### src/rtl/mem_bus_ctrl.sv
// Memory-side bus controller: turns a CPU MFA/READ_WRITE/WORD_BYTE request
// into one or four byte cycles on a byte-wide synchronous RAM, then MFC.
//
// Ports:
//   Clk, Reset      rising-edge clock, async active-low reset
//   MFA             level request; READ_WRITE (1=rd), WORD_BYTE (1=word),
//                   MEMADD, WrData sampled when a request is accepted
//   RdData          load data (word, or zero-extended byte)
//   MFC, Busy       completion (registered), busy accept..IDLE
//   RamAddr         RAM byte address
//   RamWrData       RAM write byte
//   RamWE, RamRE    one-cycle RAM strobes, high only in ACCESS
//   RamRdData       RAM read byte, valid the cycle after RamRE
module mem_bus_ctrl #(
   parameter int WAIT_STATES = 0,
   parameter int ADDR_W      = 8
) (
   input  logic              Clk,
   input  logic              Reset,
   input  logic              MFA,
   input  logic              READ_WRITE,
   input  logic              WORD_BYTE,
   input  logic [ADDR_W-1:0] MEMADD,
   input  logic [31:0]       WrData,
   output logic [31:0]       RdData,
   output logic              MFC,
   output logic              Busy,
   output logic [ADDR_W-1:0] RamAddr,
   output logic [7:0]        RamWrData,
   output logic              RamWE,
   output logic              RamRE,
   input  logic [7:0]        RamRdData
);

   typedef enum logic [1:0] {
      IDLE,
      ACCESS,
      HOLD,
      DONE
   } state_e;

   localparam logic [3:0] WS = 4'(WAIT_STATES);

   state_e            state_q, state_d;
   logic              rw_q, rw_d;
   logic              wb_q, wb_d;
   logic [ADDR_W-1:0] base_q, base_d;
   logic [3:0][7:0]   wdat_q, wdat_d;
   logic [3:0][7:0]   asm_q, asm_d;
   logic [1:0]        idx_q, idx_d;
   logic [3:0]        wcnt_q, wcnt_d;
   logic [31:0]       rd_d;
   logic              mfc_d;
   logic              busy_d;
   logic [ADDR_W-1:0] addr_d;
   logic [7:0]        wbyte_d;
   logic              we_d;
   logic              re_d;

   always_ff @(posedge Clk or negedge Reset) begin
      if (!Reset) begin
         state_q   <= IDLE;
         rw_q      <= 1'b0;
         wb_q      <= 1'b0;
         base_q    <= '0;
         wdat_q    <= '0;
         asm_q     <= '0;
         idx_q     <= '0;
         wcnt_q    <= '0;
         RdData    <= '0;
         MFC       <= 1'b0;
         Busy      <= 1'b0;
         RamAddr   <= '0;
         RamWrData <= '0;
         RamWE     <= 1'b0;
         RamRE     <= 1'b0;
      end else begin
         state_q   <= state_d;
         rw_q      <= rw_d;
         wb_q      <= wb_d;
         base_q    <= base_d;
         wdat_q    <= wdat_d;
         asm_q     <= asm_d;
         idx_q     <= idx_d;
         wcnt_q    <= wcnt_d;
         RdData    <= rd_d;
         MFC       <= mfc_d;
         Busy      <= busy_d;
         RamAddr   <= addr_d;
         RamWrData <= wbyte_d;
         RamWE     <= we_d;
         RamRE     <= re_d;
      end
   end

   // Strobes and RAM address are registered: they are set on the edge that
   // enters ACCESS, so they are high for exactly the ACCESS cycle.
   always_comb begin
      state_d = state_q;
      rw_d    = rw_q;
      wb_d    = wb_q;
      base_d  = base_q;
      wdat_d  = wdat_q;
      asm_d   = asm_q;
      idx_d   = idx_q;
      wcnt_d  = wcnt_q;
      rd_d    = RdData;
      mfc_d   = MFC;
      busy_d  = Busy;
      addr_d  = RamAddr;
      wbyte_d = RamWrData;
      we_d    = 1'b0;
      re_d    = 1'b0;
      unique case (state_q)
         IDLE: begin
            if (MFA) begin
               rw_d    = READ_WRITE;
               wb_d    = WORD_BYTE;
               base_d  = WORD_BYTE ? {MEMADD[ADDR_W-1:2], 2'b00}
                                   : MEMADD;
               wdat_d  = WrData;
               idx_d   = '0;
               wcnt_d  = '0;
               busy_d  = 1'b1;
               addr_d  = base_d;
               re_d    = READ_WRITE;
               we_d    = !READ_WRITE;
               wbyte_d = WrData[7:0];
               state_d = ACCESS;
            end
         end
         ACCESS: begin
            wcnt_d  = '0;
            state_d = HOLD;
         end
         HOLD: begin
            if (wcnt_q != WS) begin
               wcnt_d = 4'(wcnt_q + 4'd1);
            end else begin
               wcnt_d = '0;
               if (rw_q)
                  asm_d[idx_q] = RamRdData;
               if (!wb_q || idx_q == 2'd3) begin
                  // Whole word lands on RdData in one edge,
                  // including the byte sampled right now.
                  mfc_d   = 1'b1;
                  state_d = DONE;
                  if (rw_q)
                     rd_d = wb_q ? asm_d : {24'b0, RamRdData};
               end else begin
                  idx_d   = 2'(idx_q + 2'd1);
                  addr_d  = base_q + ADDR_W'(idx_d);
                  re_d    = rw_q;
                  we_d    = !rw_q;
                  wbyte_d = wdat_q[idx_d];
                  state_d = ACCESS;
               end
            end
         end
         DONE: begin
            if (!MFA) begin
               mfc_d   = 1'b0;
               busy_d  = 1'b0;
               state_d = IDLE;
            end
         end
         default: state_d = IDLE;
      endcase
   end

endmodule

### config.mk
export PLATFORM = sky130hd
export DESIGN_NAME = mem_bus_ctrl
export DESIGN_NICKNAME = d
export VERILOG_FILES = /design/src/rtl/mem_bus_ctrl.sv
export SDC_FILE = /design/constraint.sdc
export NUM_CORES = 1
export LEC_CHECK = 0
export CAP_MARGIN = 20
export CORE_UTILIZATION = 40
export DETAILED_ROUTE_END_ITERATION = 10
export GPL_ROUTABILITY_DRIVEN = 0
export PLACE_DENSITY = 0.63
export SETUP_SLACK_MARGIN = 0.02
export SLEW_MARGIN = 20
export SYNTH_ARGS = -nofsm -noshare
export SYNTH_HDL_FRONTEND = slang
export SYNTH_SLANG_ARGS = --single-unit
### constraint.sdc
create_clock -name Clk -period 7 [get_ports Clk]
set_clock_uncertainty 0.05 [all_clocks]
set_input_delay 1.4 -clock Clk [delete_from_list [all_inputs] [get_ports Clk]]
set_output_delay 1.4 -clock Clk [all_outputs]
set_load 0.005 [all_outputs]
After elaboration in Yosys (flattened, before gate mapping)
Cells that the tools add are included.
Cells by class
  add/subtract/negate cells: 3
  multiply operators: 0
  div/mod/pow operators: 0
  order comparisons: 3
  eq/ne operators: 9
  shift operators: 0
  muxes and demuxes: 42
  bitwise gates (word level): 1
  reduce and logical (&&, ||, !) cells: 19
Operator list (number)
  $mux 32: 2
  $mux 8: 8
  $bwmux 32: 1
  $pmux 8 s2: 2
  $bmux 8 s2: 1
  $demux 8 s2: 1
  $mux 2: 8
  $pmux 4 s3: 1
  $reduce_and 4->1: 3
  $mux 1: 10
  $ne 2x2->1 const B: 5
  $add 8x2->8: 1
  $mux 4: 2
  $pmux 1 s2: 4
  $pmux 2 s4: 1
  $eq 2x2->1 const B: 3
  $lt 2x3->1 const B: 2
  $reduce_and 2->1: 3
  $reduce_and 3->1: 2
  $reduce_bool 2->1: 3
  $add 4x1->4 const B: 1
  $pmux 2 s2: 1
  $reduce_bool 4->1: 1
  $logic_not 1->1: 3
  other kinds (8): 8
Word-level totals
  flip-flop bits (word level): 134
  latch bits: 0
  bits in writable memories: 0
  bits in read-only memories: 0
  bits of input ports: 53
  output and inout bits: 52
  logic and storage cells: 98
  memories kept: 0

Logic depth before layout (Yosys ltp)
  word-level depth: 7
  depth in mapped cells: 10
  depth with buffers taken out: 8

Least setup slack after synthesis
OpenSTA, ideal clock, no wires.
  path type: input to register
  from: input port MFA
  to: register RamAddr[5]
  library setup time: 0.136 ns
  data arrival time: 2.371 ns
  required time: 6.814 ns
  setup slack: 4.443 ns
  stages on the path: 5
  buffers on the path: 1
  cell sequence: or3b_4 > buf_2 > or3_1 > o21ai_0 > a21oi_1
On the way
  longest elaborated chain between the ends: 2
Ends and longest elaborated chain
  from (decl): RTL line 20  | input logic MFA,
  $ne 2x2->1 (no line)
  $reduce_and 4->1 (no line)
  to (signal assigned): RTL line 89  | RamAddr <= addr_d;
  to (decl): RTL line 28  | output logic [ADDR_W-1:0] RamAddr,
Every way passes these cells.
A chain may end at the register's enable or synchronous reset.

Final worst setup path
  from: input port MFA
  to: register RamAddr[6]
The elaborated chain is that of the path after synthesis.

==> flow_summary.ini <==
[run_status]
result_of_the_run = complete, no violations

[min_path]
startpoint_of_the_most_critical_hold_path = wdat_q[6]$_DFFE_PN0P_
hold_path_depth = 2
whs_endpoint = wdat_q[6]$_DFFE_PN0P_
timing.hold.worst.class = flop to flop

[timing]
slew_violations = 0
final.min_clock_period_ps = 3008
fmax_mhz = 332.5
finalSetupTns_ps = 0
holdWs_ps = 417.9
tightestPinTransition_ps = 937.2
setup_viol = 0
hold_violations = 0
rsz_0062_raised_after_global_routing = false
final_min_period_over_clock_period_pct = 42.97
max_slew_margin_pct = 37.52

[yosys]
synth_seq_cells = 126
yosysUniqueCellTypes = 45
synth_cells = 539
synth_top_area_cell = sky130_fd_sc_hd__dfrtp_1
avgSynthCellArea_um2 = 10.58
synth-main-ff-cell = sky130_fd_sc_hd__dfrtp_1
syn_nets = 601
synth_enable_flop_cells = 0
ys_top_cells_by_area = sky130_fd_sc_hd__dfrtp_1, sky130_fd_sc_hd__nand2_1, sky130_fd_sc_hd__mux2_2
post-synth-top-area-fraction_pct = 55.29
yosysSeqAreaShare_pct = 55.29
synth.cell_area_um2 = 5703
postSynth.asyncResetShare_pct = 100.0
synth_warnings = 0

[flow_run]
drv.max_cap_violation_count = 0

[pwr]
leakagePower_uw = 0.003390
internal-power_uw = 2127
cellPowerDensity_nw_per_um2 = 431.6
seq_power_share_pct = 39.1
share_comb_of_total_power_pct = 35.2
sw_frac_of_total_pct = 33.56
peakVddDrop_mv = 0.2150
power.net_switching_uw = 1074
pwr-share-clk_pct = 25.7

[final_layout]
final_nets = 700
insertedDiodeCount = 0
syn2layout_area_growth_pct = 30.08
drive_above_1_share_pct = 12.00
n_fill_cell = 1261

[drt]
ant_nets = 0
detail_route.vias_per_cell = 5.160
routed-via-count = 4283
final_routed_drc_violation_total = 0
drt_iter0_drc = 142
first_drt_pass_iteration_count = 4
totalWireLength_um = 13390
wl_per_cell_um = 16.13

[placement]
post-dp-hpwl_um = 8984
number_of_port_buffers = 104

[clock_tree]
h-tree-depth = 4
tritoncts = yes
post_cts_buffers = 0
clkSlewWorstSetupHoldPaths_ps = 50
number_of_clock_buffers_inserted_by_tritoncts = 17
cts-hold-fix-buffers = 0
clock_tree.buffer_depth = 2
clk_latency_ps = 420
clock_sinks = 126
cts_repair_resize_count = 0
root_buffer = sky130_fd_sc_hd__clkbuf_16

[global_routing]
grt_antenna_before_repair = 0
grt_first_pass_wirelength_um = 21800
grt_max_degree = 75
grt.overflow.total = 0
first_global_vias = 4328
global_route.usage.total_pct = 19.69

[floorplanning]
io_pins = 105
row_count = 43
die_height_um = 121.4
initial_utilization_pct = 41.09
core_um2 = 13880
dieWidth_um = 121.4
fp.dieArea_um2 = 14740

[critical_path]
critPathRequiredTime_ps = 7210
worstSetupStartpointType = input pin
r2r_start = idx_q[0]$_DFFE_PN0P_
worstPathBufferInverterCount = 1
worst_r2r_endpoint = RamAddr[4]$_DFFE_PN0P_
cp_top_family = simple AND/OR/NAND/NOR gates
rrSetupSlack_ps = 4000
cp_cell_sequence = clkdlybuf4s50_1 > or3b_4 > o31ai_4 > o21ai_0 > a21oi_1
path_class = input pin to flop
cp_slowest_stage_delay_ps = 670
crit_slowest_cell = sky130_fd_sc_hd__or3b_4
critical_path.max_fanout = 50
cp-end-kind = flop
r2r.worst_path.cells = 8
worst-endpoint-arrival_ps = 3220
final cells by class:
class / instances / area, µm² / area share (%)
well taps: 180 / 225.2 / 3.036
clock inverters: 6 / 58.81 / 0.7927
inverters: 13 / 48.80 / 0.6578
repair buffers: 108 / 1069 / 14.40
clock buffers: 25 / 495.5 / 6.679
multi-input cells: 372 / 2369 / 31.93
flip-flops and latches: 126 / 3153 / 42.50
metrics by stage:
step / cells / power (µW) / utilization (%) / instance area (µm²) / setup WS, ps
after floorplan: 539 / 1935 / - / 5703 / 4443
after global placement: 799 / 2356 / 49.45 / 6864 / 3618
after detailed placement: 799 / 2403 / 49.45 / 6864 / 3538
after CTS: 830 / 3239 / 53.44 / 7418 / 3924
after global routing: 830 / 3426 / 53.44 / 7418 / 3721
final: 830 / 3202 / 53.44 / 7418 / 3992
worst reg2reg max path, cell delays in order, from the launching register on:
cell                       delay [ps]
sky130_fd_sc_hd__dfrtp_1          820
sky130_fd_sc_hd__inv_1            200
sky130_fd_sc_hd__ha_1             640
sky130_fd_sc_hd__inv_1            150
sky130_fd_sc_hd__fa_1             480
sky130_fd_sc_hd__nand3b_1         200
sky130_fd_sc_hd__xnor2_1          150
sky130_fd_sc_hd__nor2_1            50
sky130_fd_sc_hd__o21ai_0          180
cells in the final DEF (no fill, tap or decap), drive strengths merged, types with 8 or more instances in the layout:
cell	instances
a22o	9
clkdlybuf4s50	103
nor2	21
clkbuf	25
dfrtp	126
mux2	25
nand2	161
o31ai	17
mux4	8
mux2i	25
ha	8
o21ai	29
a21oi	28
inv	12
routing by layer:
metal / up-vias / part of all wire (%) / GRT usage (%)
met5: - / 0 / 0
li1: 2041 / - / -
met3: 18 / 4.5 / 5.592
met1: 2092 / 46 / 25.55
met2: 132 / 48 / 31.14
met4: 0 / 1.9 / 7.407
synthesized netlist by cell type, types with 3 or more instances:
cell type,count
sky130_fd_sc_hd__a21oi_1,27
sky130_fd_sc_hd__a22o_1,9
sky130_fd_sc_hd__buf_2,7
sky130_fd_sc_hd__clkbuf_1,17
sky130_fd_sc_hd__dfrtp_1,126
sky130_fd_sc_hd__ha_1,8
sky130_fd_sc_hd__inv_1,12
sky130_fd_sc_hd__mux2_2,25
sky130_fd_sc_hd__mux2i_1,25
sky130_fd_sc_hd__mux4_2,8
sky130_fd_sc_hd__nand2_1,160
sky130_fd_sc_hd__nand2b_1,4
sky130_fd_sc_hd__nand4_1,3
sky130_fd_sc_hd__nor2_1,17
sky130_fd_sc_hd__nor2_4,4
sky130_fd_sc_hd__o21ai_0,26
sky130_fd_sc_hd__o21ai_1,3
sky130_fd_sc_hd__o31ai_1,16
sky130_fd_sc_hd__or3_1,4
sky130_fd_sc_hd__xor2_1,4
power by group through the flow:
| stage | logic (µW) | clock network, µW | registers, µW |
|---|---|---|---|
| after global routing | 1260 | 868 | 1300 |
| after CTS | 1150 | 836 | 1250 |
| after floorplan | 752 | 0 | 1180 |
| final | 1130 | 822 | 1250 |
| after global placement | 1110 | 0 | 1250 |
| after detailed placement | 1140 | 0 | 1260 |
kinds of logic after synthesis:
group	synth area share, %
muxes	12.48
DFF	55.29
buffers and inverters	3.181
xor gates and xnor gates	0.9214
AOI/OAI and AO/OA	10.33
and+or+nand+nor	15.69
adders and majority gates	2.106
registers in the layout, indices dropped and copies added (netlist names), 2 cells and up:
register   flops
RdData        32
RamAddr        8
idx_q          2
asm_q         24
base_q         8
wdat_q        32
state_q        2
wcnt_q         4
RamWrData      8
how the worst max path moves through the flow:
stage	depth (start not counted)	startpoint	slack, ps	endpoint
after global routing	8	idx_q[0]$_DFFE_PN0P_	3720	RamAddr[4]$_DFFE_PN0P_
after CTS	8	idx_q[0]$_DFFE_PN0P_	3920	RamAddr[4]$_DFFE_PN0P_
after floorplan	5	MFA	4440	RamAddr[5]$_DFFE_PN0P_
after detailed placement	5	MFA	3540	RamAddr[5]$_DFFE_PN0P_
after global placement	5	MFA	3620	RamAddr[4]$_DFFE_PN0P_
final	5	MFA	3990	RamAddr[6]$_DFFE_PN0P_
Note: power is estimated with default switching activity, not from simulation.
==> RTL change: new RTL, same flow settings <==
Take the reset off `wdat_q`, `RdData`, `RamAddr` and `RamWrData` and load them in a clocked block of their own.
--- a/src/rtl/mem_bus_ctrl.sv
+++ b/src/rtl/mem_bus_ctrl.sv
@@ -63,15 +63,11 @@
          rw_q      <= 1'b0;
          wb_q      <= 1'b0;
          base_q    <= '0;
-         wdat_q    <= '0;
          asm_q     <= '0;
          idx_q     <= '0;
          wcnt_q    <= '0;
-         RdData    <= '0;
          MFC       <= 1'b0;
          Busy      <= 1'b0;
-         RamAddr   <= '0;
-         RamWrData <= '0;
          RamWE     <= 1'b0;
          RamRE     <= 1'b0;
       end else begin
@@ -79,18 +75,21 @@
          rw_q      <= rw_d;
          wb_q      <= wb_d;
          base_q    <= base_d;
-         wdat_q    <= wdat_d;
          asm_q     <= asm_d;
          idx_q     <= idx_d;
          wcnt_q    <= wcnt_d;
-         RdData    <= rd_d;
          MFC       <= mfc_d;
          Busy      <= busy_d;
-         RamAddr   <= addr_d;
-         RamWrData <= wbyte_d;
          RamWE     <= we_d;
          RamRE     <= re_d;
       end
+   end
+
+   always_ff @(posedge Clk) begin
+      wdat_q    <= wdat_d;
+      RdData    <= rd_d;
+      RamAddr   <= addr_d;
+      RamWrData <= wbyte_d;
    end
 
    // Strobes and RAM address are registered: they are set on the edge that
Check against the original RTL: not equivalent (Yosys sat finds a counterexample within 4 cycles, from zero or initial values and one cycle with Reset low).
==> RTL change against the original RTL <==
  * Largest cell class unchanged
  * Routed wire length down 9.9%
  * Sequential power is 5% higher
  * Cell area grew 1.9%
  * Total power is 4.7% lower
  * Sequential cell count grew 8
  * Worst setup slack worse by 200 ps
  * Area after synthesis rose by 1.3%
  * Maximum frequency decreased by 6.1%
==> RTL change: results <==
logic_synthesis:
  synth_compound_area_frac: 0.0667
  syn_area_per_cell_sq_um: 13.3
  synth_top_area_share: 0.416
  synth_edf_count: 80
  synth_common_cells: "nand2_1 (84), edfxtp_1 (80), dfrtp_1 (54)"
  synth_area_leaders: "edfxtp_1 (42%), dfrtp_1 (23%), mux2_2 (7.4%)"
  synthesis.nets: 496
  synth_fa_ha_area_frac: 0.0208
  synth.area.mux_share: 0.114
  ys_types: 41
  ys_async_sr_fraction: 0.403
  synth_xor_area_frac: 0.00303
  ys_seq_area_frac: 0.650
power_and_ir_drop:
  clkPwrFrac: 0.282
  p_leak_nw: 2.86
  power.switching_w: 0.000922
  pwr-share-comb: 0.290
  peakVddDrop_mv: 0.157
run_status:
  status: "complete, no violations"
layout:
  multi_input_cells: 265
  num-nonclk-inverters: 14
  multi_input_area_sq_mm: 0.00188
  nets: 604
  seq_share: 0.496
  clock_area_frac: 0.0750
  fillers: 1201
  utilization: 0.541
  reg.largest.list: "RdData (32), asm_q (32), wdat_q (32)"
  drive_above_1_share: 0.152
  buf_share: 0.143
  clock_buffers: 17
  buffers: 110
sta:
  fmax_ghz: 0.312
  slew_headroom: 0.484
placed_design:
  post-place-ws_ps: 3340
  placed_area_sq_mm: 0.00700
  dp_hpwl_mm: 7.88
routing:
  viasPerCell: 5.11
  wl_mm: 12.1
  drtIter0Drc: 263
global_route:
  grt_max_degree: 55
  grt_pass1_wl_mm: 19.4
  grtUsageTotal: 0.178
  grt_pass1_vias: 3750
setup_path:
  reg2reg_depth: 6
  cp_slowest_cell: "or3b_2"
  slowest_delay_ps: 610
  crit_path_max_fanout: 16
  cp-endpoint: "RamWrData[7]"
  rrSetupSlack_ps: 4030
  r2r_end: "RamAddr[6]"
  critPathArrivalTime_ps: 3200
clock_tree:
  clkTransAtPathRegs_ps: 60
  cts.sinks: 134
  clk-insertion-delay-late_ps: 420
min_path:
  min_to: "asm_q[0]"
  min-delay-start: "asm_q[0]"
  whs_path_depth: 1
RTL change: changes by cell type after synthesis, sizes merged, moves of 9 or more:
cell and delta:
mux2i -22, nor2 -15, mux2 +15, a21boi +24
a21oi -24, nand2 -77, nand3 +25, o31ai -16
a22o -9, o21ai -10, dfrtp -72, edfxtp +80
RTL change: routing by layer:
metal / vias up / global-route usage / routed length, um
met5: - / 0 / 0
met4: 0 / 0.0823 / 218
met3: 18 / 0.0473 / 758
met2: 127 / 0.272 / 5610
met1: 1828 / 0.237 / 5470
li1: 1780 / - / -
RTL change: per-stage QoR:
stage	power [W]	std cells	hold slack (ps)
5_1_grt	0.00323	734	462
3_3_place_gp	0.00218	703	416
6_report	0.00305	734	441
2_1_floorplan	0.00183	434	402
4_1_cts	0.00308	734	446
3_5_place_dp	0.00221	703	431
RTL change: critical path, delay by kind of cell:
family        cells  cell delay [ps]
buf+inv           1              600
simple gates      2             1200
